## src/rtl/fb_hazard_unit.sv

```systemverilog
// Decode-stage forwarding select and load-use interlock for the five-stage pipeline.
// Build option FB_FORWARD_EN: defined = forwarding; undefined = full interlock, selects tied to 00.
module fb_hazard_unit (
    input  logic        clk,
    input  logic        rst,
    input  logic        id_valid,
    input  logic [4:0]  id_rs1,
    input  logic [4:0]  id_rs2,
    input  logic        id_use_rs1,
    input  logic        id_use_rs2,
    input  logic [4:0]  id_rd,
    input  logic        id_regwrite,
    input  logic        id_memread,
    input  logic        ex_flush,
    output logic        stall_if_id,
    output logic        bubble_ex,
    output logic [1:0]  fwd_a_sel,
    output logic [1:0]  fwd_b_sel,
    output logic [31:0] stall_cnt
);

    typedef struct packed {
        logic       valid;
        logic [4:0] rd;
        logic       regwrite;
        logic       memread;
    } exr_t;

    typedef struct packed {
        logic       valid;
        logic [4:0] rd;
        logic       regwrite;
    } memr_t;

    exr_t        exr_q, exr_d;
    memr_t       memr_q, memr_d;
    logic [31:0] stall_cnt_q, stall_cnt_d;

    logic ex_match_a, ex_match_b, mem_match_a, mem_match_b;
    logic ex_match, mem_match, load_use, hazard, insert_bubble;

    function automatic logic rec_match(input logic v, input logic rw, input logic [4:0] rd,
                                       input logic id_v, input logic use_bit, input logic [4:0] rs);
        return v && rw && (rd != 5'd0) && id_v && use_bit && (rs == rd);
    endfunction

    always_comb begin
        ex_match_a  = rec_match(exr_q.valid, exr_q.regwrite, exr_q.rd, id_valid, id_use_rs1, id_rs1);
        ex_match_b  = rec_match(exr_q.valid, exr_q.regwrite, exr_q.rd, id_valid, id_use_rs2, id_rs2);
        mem_match_a = rec_match(memr_q.valid, memr_q.regwrite, memr_q.rd, id_valid, id_use_rs1, id_rs1);
        mem_match_b = rec_match(memr_q.valid, memr_q.regwrite, memr_q.rd, id_valid, id_use_rs2, id_rs2);
        ex_match    = ex_match_a | ex_match_b;
        mem_match   = mem_match_a | mem_match_b;
        load_use    = ex_match & exr_q.memread;
`ifdef FB_FORWARD_EN
        hazard      = load_use;
`else
        // Without forwarding any in-flight producer must drain to WB first.
        hazard      = ex_match | mem_match | load_use;
`endif
    end

    assign stall_if_id   = hazard & ~ex_flush;
    assign bubble_ex     = stall_if_id;
    assign insert_bubble = hazard | ex_flush;
    assign stall_cnt     = stall_cnt_q;

    always_comb begin
        exr_d       = insert_bubble ? '0 : {id_valid, id_rd, id_regwrite, id_memread};
        memr_d      = {exr_q.valid, exr_q.rd, exr_q.regwrite};
        stall_cnt_d = stall_cnt_q;
        if (stall_if_id && (stall_cnt_q != 32'hFFFF_FFFF)) begin
            stall_cnt_d = stall_cnt_q + 32'd1;
        end
    end

    always_ff @(posedge clk) begin
        if (rst) begin
            exr_q       <= '0;
            memr_q      <= '0;
            stall_cnt_q <= '0;
        end else begin
            exr_q       <= exr_d;
            memr_q      <= memr_d;
            stall_cnt_q <= stall_cnt_d;
        end
    end

`ifdef FB_FORWARD_EN
    logic [1:0] fwd_a_sel_q, fwd_a_sel_d;
    logic [1:0] fwd_b_sel_q, fwd_b_sel_d;

    // Newest producer wins, so the EX record is tested before the MEM record.
    always_comb begin
        fwd_a_sel_d = 2'b00;
        fwd_b_sel_d = 2'b00;
        if (!insert_bubble) begin
            if (ex_match_a)       fwd_a_sel_d = 2'b10;
            else if (mem_match_a) fwd_a_sel_d = 2'b01;
            if (ex_match_b)       fwd_b_sel_d = 2'b10;
            else if (mem_match_b) fwd_b_sel_d = 2'b01;
        end
    end

    always_ff @(posedge clk) begin
        if (rst) begin
            fwd_a_sel_q <= 2'b00;
            fwd_b_sel_q <= 2'b00;
        end else begin
            fwd_a_sel_q <= fwd_a_sel_d;
            fwd_b_sel_q <= fwd_b_sel_d;
        end
    end

    assign fwd_a_sel = fwd_a_sel_q;
    assign fwd_b_sel = fwd_b_sel_q;
`else
    assign fwd_a_sel = 2'b00;
    assign fwd_b_sel = 2'b00;
`endif

endmodule

```

## config.mk

```make
export PLATFORM = sky130hd
export DESIGN_NAME = fb_hazard_unit
export DESIGN_NICKNAME = d
export VERILOG_FILES = /design/src/rtl/fb_hazard_unit.sv
export SDC_FILE = /design/constraint.sdc
export NUM_CORES = 1
export LEC_CHECK = 0
export CAP_MARGIN = 20
export CORE_MARGIN = 3
export CORE_UTILIZATION = 30
export DETAILED_ROUTE_END_ITERATION = 7
export GPL_TIMING_DRIVEN = 1
export PLACE_DENSITY = 0.65
export SETUP_SLACK_MARGIN = 0.4
export SLEW_MARGIN = 20
export SYNTH_ARGS = -nofsm -noshare
export SYNTH_HDL_FRONTEND = slang
export SYNTH_SLANG_ARGS = --single-unit
```

## constraint.sdc

```tcl
create_clock -name clk -period 5 [get_ports clk]
set_input_delay 1 -clock clk [delete_from_list [all_inputs] [get_ports clk]]
set_output_delay 1 -clock clk [all_outputs]
set_load 0.02 [all_outputs]
```

=== Yosys cells after proc, flatten, opt, wreduce, memory -nomap -nowiden ===
Cells that the tools add are included.

* Reduce and logical (&&, ||, !) cells: 18
* Equality and inequality tests: 5
* Bitwise gates (word level): 8
* Add/subtract/negate cells: 1

{| class="wikitable"
|+ Operators by type and width
! operator !! number
|-
| $add A32 B1 Y32 const B || 1
|-
| $ne A32 B32 Y1 const B || 1
|-
| $eq A5 B5 Y1 || 4
|-
| $logic_and A1 B1 Y1 || 15
|-
| $reduce_bool A5 Y1 || 2
|-
| $or A1 B1 Y1 || 5
|-
| $and A1 B1 Y1 || 2
|-
| $reduce_or A2 Y1 || 1
|-
| $not A1 Y1 || 1
|}

* Input bits: 23
* Register bits: 47
* Output and inout port bits: 38
* Word-level logic and storage cells: 40

=== Longest topological paths before layout ===
Gate-level depths: netlist of run 1.

* Depth after elaboration: 10
* Depth in mapped cells: 9
* Mapped depth without buffers: 6

=== Worst setup path before layout of run 1 ===
Ideal clock, no wire load.

* Path type: input to output
* Start: input id_rs1[3]
* End: output stall_if_id
* Buffers on the path: 2
* Setup slack: 1.781 ns
* Data required time: 4.000 ns
* Cell stages on the path: 7
* Arrival time: 2.219 ns
* Cell sequence: xnor2_1 > nand4_1 > o22ai_1 > a32oi_2 > clkbuf_1 > inv_1 > buf_4

* Longest elaborated chain between the ends: 6
* Elaborated cells between the ends (all ways): 10
* Those cells by class: eq/ne: 2; bitwise: 6; reduce/logical: 2

{| class="wikitable"
|+ Ends and longest elaborated chain
! element !! RTL line !! text
|-
| start, declared || 7 || <nowiki>input logic [4:0] id_rs1,</nowiki>
|-
| $eq A5 B5 Y1 || 44 || <nowiki>return v && rw && (rd != 5'd0) && id_v && use_bit && (rs == rd);</nowiki>
|-
| $logic_and A1 B1 Y1 || 44 ||
|-
| $or A1 B1 Y1, on equally long branches || 52, 53 ||
|-
| $or A1 B1 Y1 / $and A1 B1 Y1 (equally long branches) || 59, 54 ||
|-
| $or A1 B1 Y1 * || 59 || <nowiki>hazard = ex_match | mem_match | load_use;</nowiki>
|-
| $and A1 B1 Y1 * || 63 || <nowiki>assign stall_if_id = hazard & ~ex_flush;</nowiki>
|-
| end, declared || 15 || <nowiki>output logic stall_if_id,</nowiki>
|}

Mark *: on every way between the ends. The rest lies on a longest branch, timed or not.

=== Worst setup path in the final report of run 1 ===
* Start: input id_rs1[1]
* End: output bubble_ex

* Longest elaborated chain between the ends: 6
* Elaborated cells between the ends (all ways): 10
* Those cells by class: eq/ne: 2; bitwise: 6; reduce/logical: 2

{| class="wikitable"
|+ Ends and longest elaborated chain
! element !! RTL line !! text
|-
| $eq A5 B5 Y1 || 44 ||
|-
| $logic_and A1 B1 Y1 || 44 ||
|-
| $or A1 B1 Y1, on equally long branches || 52, 53 ||
|-
| $or A1 B1 Y1 / $and A1 B1 Y1 (equally long branches) || 59, 54 ||
|-
| $or A1 B1 Y1 * || 59 ||
|-
| $and A1 B1 Y1 * || 63 ||
|-
| end, declared || 16 || <nowiki>output logic bubble_ex,</nowiki>
|}

Marks and branches as above.

==> out/summary.txt, run 1 <==
status: finished clean
Synth Flop Type: dfxtp_1
Sink Count: 46
WL per Instance: 13.9 um
Yosys reg bits: 46
Worst R2R Start: stall_cnt[6]
critical setup path kind: input pin to primary output
R2R setup slack: 2.59 ns
Reg-to-Reg End: stall_cnt[22]
num ports: 61
final core utilization: 40.3%
hold depth: 1
post-synth top area share: 38.2%
Synth cell types: 40
Setup Buffers After CTS: 0
compound-gate portion of the synthesized area: 15.9%
Post-synth EDFFs: 0
class of the worst hold path: register to register
Final Max Tran Viols: 0
first-pass GRT wire length: 9.69 mm
Static Leakage: 0.944 nW
FF-to-FF path depth: 6
CTS Hold Bufs: 0
max cap viols: 0
Final ANT Viol Nets: 0
starting density of the core: 31.0%
mux share of post-synthesis cell area: 0.882%
post-CTS sizing: 0
Root Buffer: clkbuf_8
Clock Latency Late Sink: 0.29 ns
vias in the first global route: 1,987
clock skew: 0.00559 ns
# setup viols final: 0
initial antenna violation count: 0
crit path from: id_rs1[1]
routed vias: 2,264
Setup WS post-layout: 1.07 ns
simple-gate share of the synthesized area: 31.4%
Max stage delay cell, worst path: clkdlybuf4s50_1
drt total wl: 6.02 mm
period utilization: 78.6%
synthesized area: 2410 um2
Setup TNS: 0 ns
Vias/cell: 5.24
die width: 95.7 um
Post-synth ARST share: 0%
number of port buffers: 55
core area: 7770 um2
TritonCTS clock tree: yes
M1 WL: 2.90 mm
Worst setup SP type: input pin
HPWL Detailed: 4.21 mm
Fillers: 799
met3 wire length: 359 um
Final #Nets: 353
routed wl met2: 2.71 mm
Area contributors post-synth: dfxtp_1 (38%), xnor2_1 (7.3%), a21oi_1 (6.4%)
Residual DRC: 0
Clock Path Buffers: 2
Worst Setup EP: bubble_ex
routability cong.: 0.846
Ys Warns: 0
Mapped Cells: 284
maximum clock frequency: 254 MHz
Max VDD drop: 0.123 mV
RSZ-0062 raised after global routing: false
iteration-0 DRC count of the detailed router: 178
Worst Path Required: 4.00 ns
worst-path fanout max: 2
Synth Area in XOR/XNOR: 7.27%
Placed Instance Area: 2990 um2
most frequent cells in the layout: clkdlybuf4s50_1 (55), dfxtp_1 (46), a21oi_1 (31), nand4_1 (23), xnor2_1 (20)
Top cell by count, worst path: clkdlybuf4s50_1
Die Ht: 95.7 um
Highest Signal Layer: met4
final hold violations: 0
ant diodes: 0
mean post-synth cell area: 8.49 um2
Final Cell Area: 3130 um2
Worst Max-Slew Pin Slew: 0.622 ns
Tot GR Track Use: 13.4%
GRT overflow: 0
area grow syn2layout: 29.9%
largest net degree at the start of global routing: 63
most common cell after layout, fill and taps aside: clkdlybuf4s50_1
crit end category: primary output
register area share after synthesis: 38.2%
Critical Path AT: 2.93 ns
H-tree level count: 2
Post-Synth Adder-Cell Area: 0.519%
worst stage delay on the critical path: 0.60 ns
PwrDens: 244 nW/um2
CTS buffer count: 5
share of post-route cells with drive strength above 1: 7.58%
worst-path cell chain: clkdlybuf4s50_1, xnor2_1, nand4_1, o22ai_1, a32oi_2, inv_1, clkdlybuf4s50_1
post-synth top area cell: dfxtp_1
combinational family with the most area after synthesis: simple AND/OR/NAND/NOR gates
pre-CTS WS: 1.05 ns
first drt pass iteration count: 4
num rows: 32
die area: 9150 um2
minimum clock period: 3.93 ns
Rel. slew slack: 58.3%
CTS clk-pin slew, worst paths: 0.09 ns
==> metal layers <==
| layer | vias to the layer above | global-route usage, % |
|---|---|---|
| met5 | - | 0 |
| met4 | 0 | 4.27 |
| met3 | 2 | 3.00 |
| met2 | 59 | 20.2 |
| met1 | 1063 | 18.8 |
| li1 | 1140 | - |
==> registers in the layout, summed over array words and instances, names as in the netlist <==
| register | flops |
|---|---|
| stall_cnt | 32 |
| memr_q | 7 |
| exr_q | 7 |
==> Yosys cell counts (2+ instances only) <==
master,instances
nand2b_1,2
o31ai_1,11
clkbuf_1,13
nor2b_1,7
dfxtp_1,46
or4_2,2
and2_1,9
nand3_1,11
or4_1,9
o22ai_1,2
nor3_1,3
and3_4,2
and4_1,3
and3_1,4
nor2_1,6
buf_6,3
a21oi_1,31
xnor2_1,20
inv_1,3
buf_4,5
o21ai_0,18
nand2_1,13
nand4_1,23
or3_2,3
or3_1,18
nor4_1,3
==> through the flow <==
step,hold slack (ns),power (W),cells
finish,0.468,0.000763,432
global route,0.484,0.000792,432
CTS,0.468,0.000771,432
detailed placement,0.452,0.000431,424
global placement,0.443,0.000430,424
floorplan,0.439,0.000409,287
==> logic make-up (layout without fill, tap and decap cells) <==
group,Yosys count,count (layout)
AOI/OAI and AO/OA,66,66
xor gates and xnor gates,20,20
adders and majority gates,1,1
buffers and inverters,25,68
DFF,46,46
muxes,2,2
other,1,4
and+or+nand+nor,123,123
==> worst min-delay path by stage <==
| stage | from | endpoint | slack, ns |
|---|---|---|---|
| 2_1_floorplan | exr_q[7] | memr_q[6] | 0.44 |
| 3_3_place_gp | exr_q[7] | memr_q[6] | 0.44 |
| 3_5_place_dp | exr_q[7] | memr_q[6] | 0.45 |
| 4_1_cts | exr_q[7] | memr_q[6] | 0.47 |
| 5_1_grt | exr_q[7] | memr_q[6] | 0.48 |
| 6_report | exr_q[7] | memr_q[6] | 0.47 |
==> power breakdown <==
part / total, W / switching (W) / internal [W]
registers: 0.000374 / 0.00000390 / 0.000370
logic: 0.0000482 / 0.0000205 / 0.0000276
clock network: 0.000342 / 0.000128 / 0.000213
==> final cells by class <==
class | instances | area [um2] | share of cell area (%)
Multi-Input combinational cell | 216 | 1370 | 43.6
Sequential cell | 46 | 921 | 29.4
Timing Repair Buffer | 57 | 566 | 18.1
Tap cell | 102 | 128 | 4.07
Clock buffer | 6 | 82.6 | 2.64
Clock inverter | 2 | 60.1 | 1.92
Inverter | 3 | 11.3 | 0.359
==> worst max-delay path, delay by kind of cell <==
kind                   cells  cell delay (ns)
AO/OA/AOI/OAI              2             0.45
XOR/XNOR                   1             0.14
buffers and inverters      3             1.24
AND/OR/NAND/NOR            1             0.10
No activity file was read; power rests on OpenSTA's default activity.
==> run 2: changes to the inputs <==
Settings changed: PLACE_DENSITY 0.65 to 0.67.
Clock period 5 ns to 3.2 ns, I/O delays scaled along.
==> run 2 against run 1 <==
Die area unchanged. Critical path depth is the same. Total power up 36%. Clock skew up 0.0013 ns. Sequential share of layout area fell by 0.22 points. Final cell count rose by 0.93%. Via count is 1.7% higher.
==> out/summary.txt, run 2 (synthesis gave the netlist of run 1 again) <==
crit path from: id_rs1[3]
Final #Nets: 357 (+1.1%)
Worst setup SP type: input pin
CTS Hold Bufs: 0 (unchanged)
class of the worst hold path: register to register
WL per Instance: 14.2 um (+2.0%)
crit end category: primary output
# setup viols final: 0 (unchanged)
period utilization: 84.6%
Worst R2R Start: stall_cnt[2]
Final ANT Viol Nets: 0 (unchanged)
Placed Instance Area: 3030 um2 (+1.2%)
Sink Count: 46 (unchanged)
critical setup path kind: input pin to primary output
Clock Latency Late Sink: 0.30 ns (about the same)
Max VDD drop: 0.196 mV (+59%)
area grow syn2layout: 30.9%
Final Max Tran Viols: 0 (unchanged)
final hold violations: 0 (unchanged)
Critical Path AT: 2.07 ns (-0.86 ns)
Residual DRC: 0 (unchanged)
Root Buffer: clkbuf_8
Worst Max-Slew Pin Slew: 0.634 ns (+0.0119 ns)
Vias/cell: 5.28 (+0.75%)
max reg flops: 32 (unchanged)
Rel. slew slack: 57.5% (-0.80 points)
core area: 7770 um2 (unchanged)
FF-to-FF path depth: 6 (unchanged)
Post-Place Cells: 427 (+0.71%)
GRT overflow: 0 (unchanged)
CTS clk-pin slew, worst paths: 0.08 ns (about the same)
Hold Startpoint: exr_q[7]
HPWL Detailed: 4.45 mm (+5.8%)
die width: 95.7 um (unchanged)
Worst Path Required: 2.56 ns (-1.44 ns)
clock skew: 0.00685 ns (+0.00127 ns)
Clock Path Buffers: 2 (unchanged)
minimum clock period: 2.71 ns
most common cell after layout, fill and taps aside: clkdlybuf4s50_1
worst-path fanout max: 2 (unchanged)
first drt pass iteration count: 4 (unchanged)
starting density of the core: 31.0% (unchanged)
vias in the first global route: 2,188 (+10%)
Die Ht: 95.7 um (unchanged)
number of port buffers: 55 (unchanged)
most frequent cells in the layout: clkdlybuf4s50_1 (49), dfxtp_1 (46), a21oi_1 (31), nand4_1 (23), xnor2_1 (19)
maximum clock frequency: 369 MHz
largest net degree at the start of global routing: 42 (-33%)
H-tree level count: 2 (unchanged)
Final Cell Area: 3160 um2 (+0.76%)
TritonCTS clock tree: yes
num ports: 61 (unchanged)
ant diodes: 0 (unchanged)
first-pass GRT wire length: 10.2 mm (+4.9%)
iteration-0 DRC count of the detailed router: 129 (-28%)
share of post-route cells with drive strength above 1: 10.5% (+2.9 points)
Static Leakage: 0.993 nW (+5.3%)
die area: 9150 um2 (unchanged)
initial antenna violation count: 0 (unchanged)
Fillers: 796 (-0.38%)
CTS buffer count: 5 (unchanged)
drt total wl: 6.20 mm (+3.0%)
Final Non-Filler Cells: 436 (+0.93%)
routability cong.: 0.885 (+4.6%)
routed vias: 2,302 (+1.7%)
hold depth: 1 (unchanged)
RSZ-0062 raised after global routing: false
PwrDens: 328 nW/um2 (+35%)
max cap viols: 0 (unchanged)
Tot GR Track Use: 13.9% (+0.52 points)
num rows: 32 (unchanged)
status: finished clean
-- run 2: cell count changes in the layout (fill, tap and decap cells not counted) --
cell / change
o22ai_2: +2
xnor2_1: -1
buf_12: +1
clkdlybuf4s50_1: -6
buf_6: +1
dlymetal6s2s_1: +4
clkinv_2: +1
o22ai_1: -2
clkinvlp_4: +1
bufinv_16: -2
xnor2_2: +1
inv_2: +1
buf_4: +4
inv_1: -1
-- run 2: cell type report --
type	count	area, um2	share of cell area, %
clock buffer	6	82.6	2.62
clock inverter	2	12.5	0.396
inverter	3	11.3	0.357
multi-input combinational	216	1390	43.9
sequential	46	921	29.2
tap	102	128	4.04
timing repair buffer	61	617	19.5
-- run 2: critical path, cell delays in order --
cell	delay, ns
clkdlybuf4s50_1	0.51
xnor2_1	0.14
nand4_1	0.14
o22ai_2	0.21
a32oi_2	0.19
inv_2	0.10
buf_4	0.14
-- run 2: report_power, final --
part	leakage [nW]	switching, W	total, W	internal, W
registers	0.372	0.00000651	0.000584	0.000578
clock network	0.0472	0.000198	0.000372	0.000174
logic	0.574	0.0000354	0.0000800	0.0000446
-- run 2: repair_timing --
action | CTS | global route
resized for setup | 10 | 9
setup buffers | 0 | 1
setup endpoints to repair | 2 | 7
pin swaps | 2 | 6
-- run 2: metal layers --
layer	vias to the layer above	track usage, %	part of all wire, %
li1	1151	-	-
met5	-	0	0
met2	56	22.0	47
met4	0	4.62	1.3
met1	1087	18.1	46
met3	8	3.87	5.1
-- run 2: worst paths after layout --
check / to / slack (ns)
worst max-delay path: bubble_ex / 0.49
worst min-delay path: memr_q[6] / 0.47
worst max register to register: stall_cnt[13] / 0.79
worst min register to register: memr_q[6] / 0.47
-- run 2: metrics by stage --
stage / power, W / setup WS (ns) / hold slack, ns / setup TNS (ns) / util [%]
finish: 0.00104 / 0.492 / 0.465 / 0 / 40.6
global route: 0.00108 / 0.433 / 0.484 / 0 / 40.6
CTS: 0.00104 / 0.455 / 0.468 / 0 / 40.2
detailed placement: 0.000675 / -0.0703 / 0.454 / -0.138 / 38.9
global placement: 0.000673 / -0.0321 / 0.446 / -0.0634 / 38.9
floorplan: 0.000638 / 0.701 / 0.439 / 0 / -
==> run 3: changes to the inputs <==
Settings changed: PLACE_DENSITY 0.67 to 0.65.
Clock period 3.2 ns to 2.8 ns, I/O delays scaled along.
==> run 3 against run 2 <==
Global-route usage rose by 0.52 points. Largest cell class unchanged. Sequential power rose by 14%. Non-clock buffer count rose by 12.
==> out/summary.txt, run 3 (synthesis gave the netlist of run 1 again) <==
status: finished clean
H-tree level count: 2 (unchanged)
core area: 7770 um2 (unchanged)
max reg flops: 32 (unchanged)
routed vias: 2,321 (+0.83%)
Final #Nets: 369 (+3.4%)
period utilization: 85.0%
HPWL Detailed: 4.55 mm (+2.1%)
die area: 9150 um2 (unchanged)
Reg-to-Reg End: stall_cnt[31]
TritonCTS clock tree: yes
critical setup path kind: input pin to register
Worst Max-Slew Pin Slew: 0.595 ns (-0.0395 ns)
class of the worst hold path: register to register
die width: 95.7 um (unchanged)
RSZ-0062 raised after global routing: true
max cap viols: 0 (unchanged)
Final Max Tran Viols: 0 (unchanged)
Max stage delay cell, worst path: clkdlybuf4s50_1
starting density of the core: 31.0% (unchanged)
WP depth: 8 (+1)
iteration-0 DRC count of the detailed router: 175 (+36%)
R2R setup slack: 0.48 ns (-0.31 ns)
worst-path cell chain: clkdlybuf4s50_1, nand2_1, o22ai_2, a32oi_4, buf_6, buf_4, nor4_1, mux2_2
Root Buffer: clkbuf_8
drt total wl: 6.33 mm (+2.1%)
critical path's top delay family: buffers and inverters
CTS clk-pin slew, worst paths: 0.09 ns (about the same)
FF-to-FF path depth: 6 (unchanged)
CTS Hold Bufs: 0 (unchanged)
Setup TNS: 0 ns (unchanged)
Post-Place Cells: 433 (+1.4%)
hold depth: 1 (unchanged)
clock skew: 0.00834 ns (+0.00149 ns)
Hold Startpoint: exr_q[7]
vias in the first global route: 2,218 (+1.4%)
Critical Path AT: 2.58 ns (+0.51 ns)
Fillers: 774 (-2.8%)
final hold violations: 0 (unchanged)
Vias/cell: 5.18 (-1.9%)
Static Leakage: 1.03 nW (+4.1%)
Rel. slew slack: 60.1% (+2.6 points)
# setup viols final: 0 (unchanged)
Final Non-Filler Cells: 448 (+2.8%)
most frequent cells in the layout: dfxtp_1 (44), clkdlybuf4s50_1 (42), a21oi_1 (29), nand4_1 (23), xnor2_1 (20)
CTS buffer count: 5 (unchanged)
Worst Hold End: memr_q[6]
share of post-route cells with drive strength above 1: 15.3% (+4.8 points)
most common cell after layout, fill and taps aside: dfxtp_1
Clock Latency Late Sink: 0.30 ns (about the same)
WL per Instance: 14.1 um (-0.65%)
Worst Path Required: 3.00 ns (+0.44 ns)
Max VDD drop: 0.205 mV (+4.7%)
ant diodes: 0 (unchanged)
num ports: 61 (unchanged)
worst-path fanout max: 6 (+4)
routability cong.: 0.866 (-2.2%)
Residual DRC: 0 (unchanged)
Final ANT Viol Nets: 0 (unchanged)
Worst R2R Start: stall_cnt[15]
number of port buffers: 55 (unchanged)
crit end category: register
PwrDens: 361 nW/um2 (+10%)
largest net degree at the start of global routing: 35 (-17%)
GRT overflow: 0 (unchanged)
initial antenna violation count: 0 (unchanged)
num rows: 32 (unchanged)
Worst setup SP type: input pin
maximum clock frequency: 420 MHz
first-pass GRT wire length: 10.5 mm (+3.1%)
buffers plus inverters on the worst setup path: 3 (unchanged)
Clock Path Buffers: 2 (unchanged)
Sink Count: 46 (unchanged)
Tot GR Track Use: 14.4% (+0.52 points)
area grow syn2layout: 35.5%
first drt pass iteration count: 4 (unchanged)
worst stage delay on the critical path: 0.49 ns (-0.02 ns)
Die Ht: 95.7 um (unchanged)
minimum clock period: 2.38 ns
run 3: cell types whose count changed in the layout (fill, tap and decap cells not counted), moves of 2 or more:
| cell | before | now |
|---|---|---|
| buf_6 | 1 | 3 |
| dfxtp_2 | 0 | 2 |
| buf_2 | 0 | 2 |
| buf_4 | 6 | 13 |
| dlygate4sd2_1 | 0 | 10 |
| a21oi_2 | 0 | 2 |
| dfxtp_1 | 46 | 44 |
| clkdlybuf4s50_1 | 49 | 42 |
| dlymetal6s2s_1 | 4 | 1 |
| a21oi_1 | 31 | 29 |
run 3: final cells by class:
cell class                 count  area, um2  share of cell area (%)
timing repair buffer          73        702                    21.5
multi-input combinational    216       1410                    43.1
sequential                    46        923                    28.3
inverter                       3       11.3                   0.345
tap                          102        128                    3.91
clock inverter                 3       25.0                   0.766
clock buffer                   5       68.8                    2.11
run 3: where the power goes:
group | switching, W | total [W] | internal, W
logic | 0.0000414 | 0.0000894 | 0.0000480
registers | 0.00000736 | 0.000668 | 0.000660
clock network | 0.000243 | 0.000423 | 0.000180
run 3: how the worst max path moves through the flow:
stage                             start             to  slack [ns]
after detailed placement      id_rs1[3]      bubble_ex       -0.28
after CTS                      id_valid      bubble_ex        0.41
after global routing      stall_cnt[14]  stall_cnt[31]        0.35
after global placement        id_rs1[1]    stall_if_id       -0.24
final                        id_use_rs1   stall_cnt[5]        0.42
after floorplan           stall_cnt[10]  stall_cnt[31]        0.46
run 3: repair_timing:
item | CTS | global route
setup endpoints to repair | 28 | 13
cloned | 1 | 1
pin swaps | 4 | 1
resized for setup | 28 | 8
buffers inserted | 0 | 5
run 3: worst register-to-register path: stages, from the launching register on:
cell and delay, ns:
dfxtp_1 0.44, and4_2 0.26, and3_4 0.25, nand4_1 0.22, or3b_4 0.46, or4_1 0.47, a21oi_1 0.15
run 3: layer usage:
| metal | part of all wire [%] | global-route usage, % | up-vias |
|---|---|---|---|
| met5 | 0 | 0 | - |
| met4 | 0.96 | 4.74 | 0 |
| met3 | 4.6 | 3.39 | 7 |
| met2 | 46 | 21.7 | 51 |
| met1 | 49 | 20.2 | 1086 |
| li1 | - | - | 1177 |
run 3: metrics by stage:
stage,area (um2),setup WS (ns),power (W),util (%),hold WS (ns)
2_1_floorplan,2420,0.460,0.000730,-,0.439
3_3_place_gp,3080,-0.243,0.000772,39.7,0.445
3_5_place_dp,3080,-0.283,0.000774,39.7,0.461
4_1_cts,3200,0.415,0.00119,41.2,0.475
5_1_grt,3270,0.350,0.00123,42.1,0.485
6_report,3270,0.421,0.00118,42.1,0.471
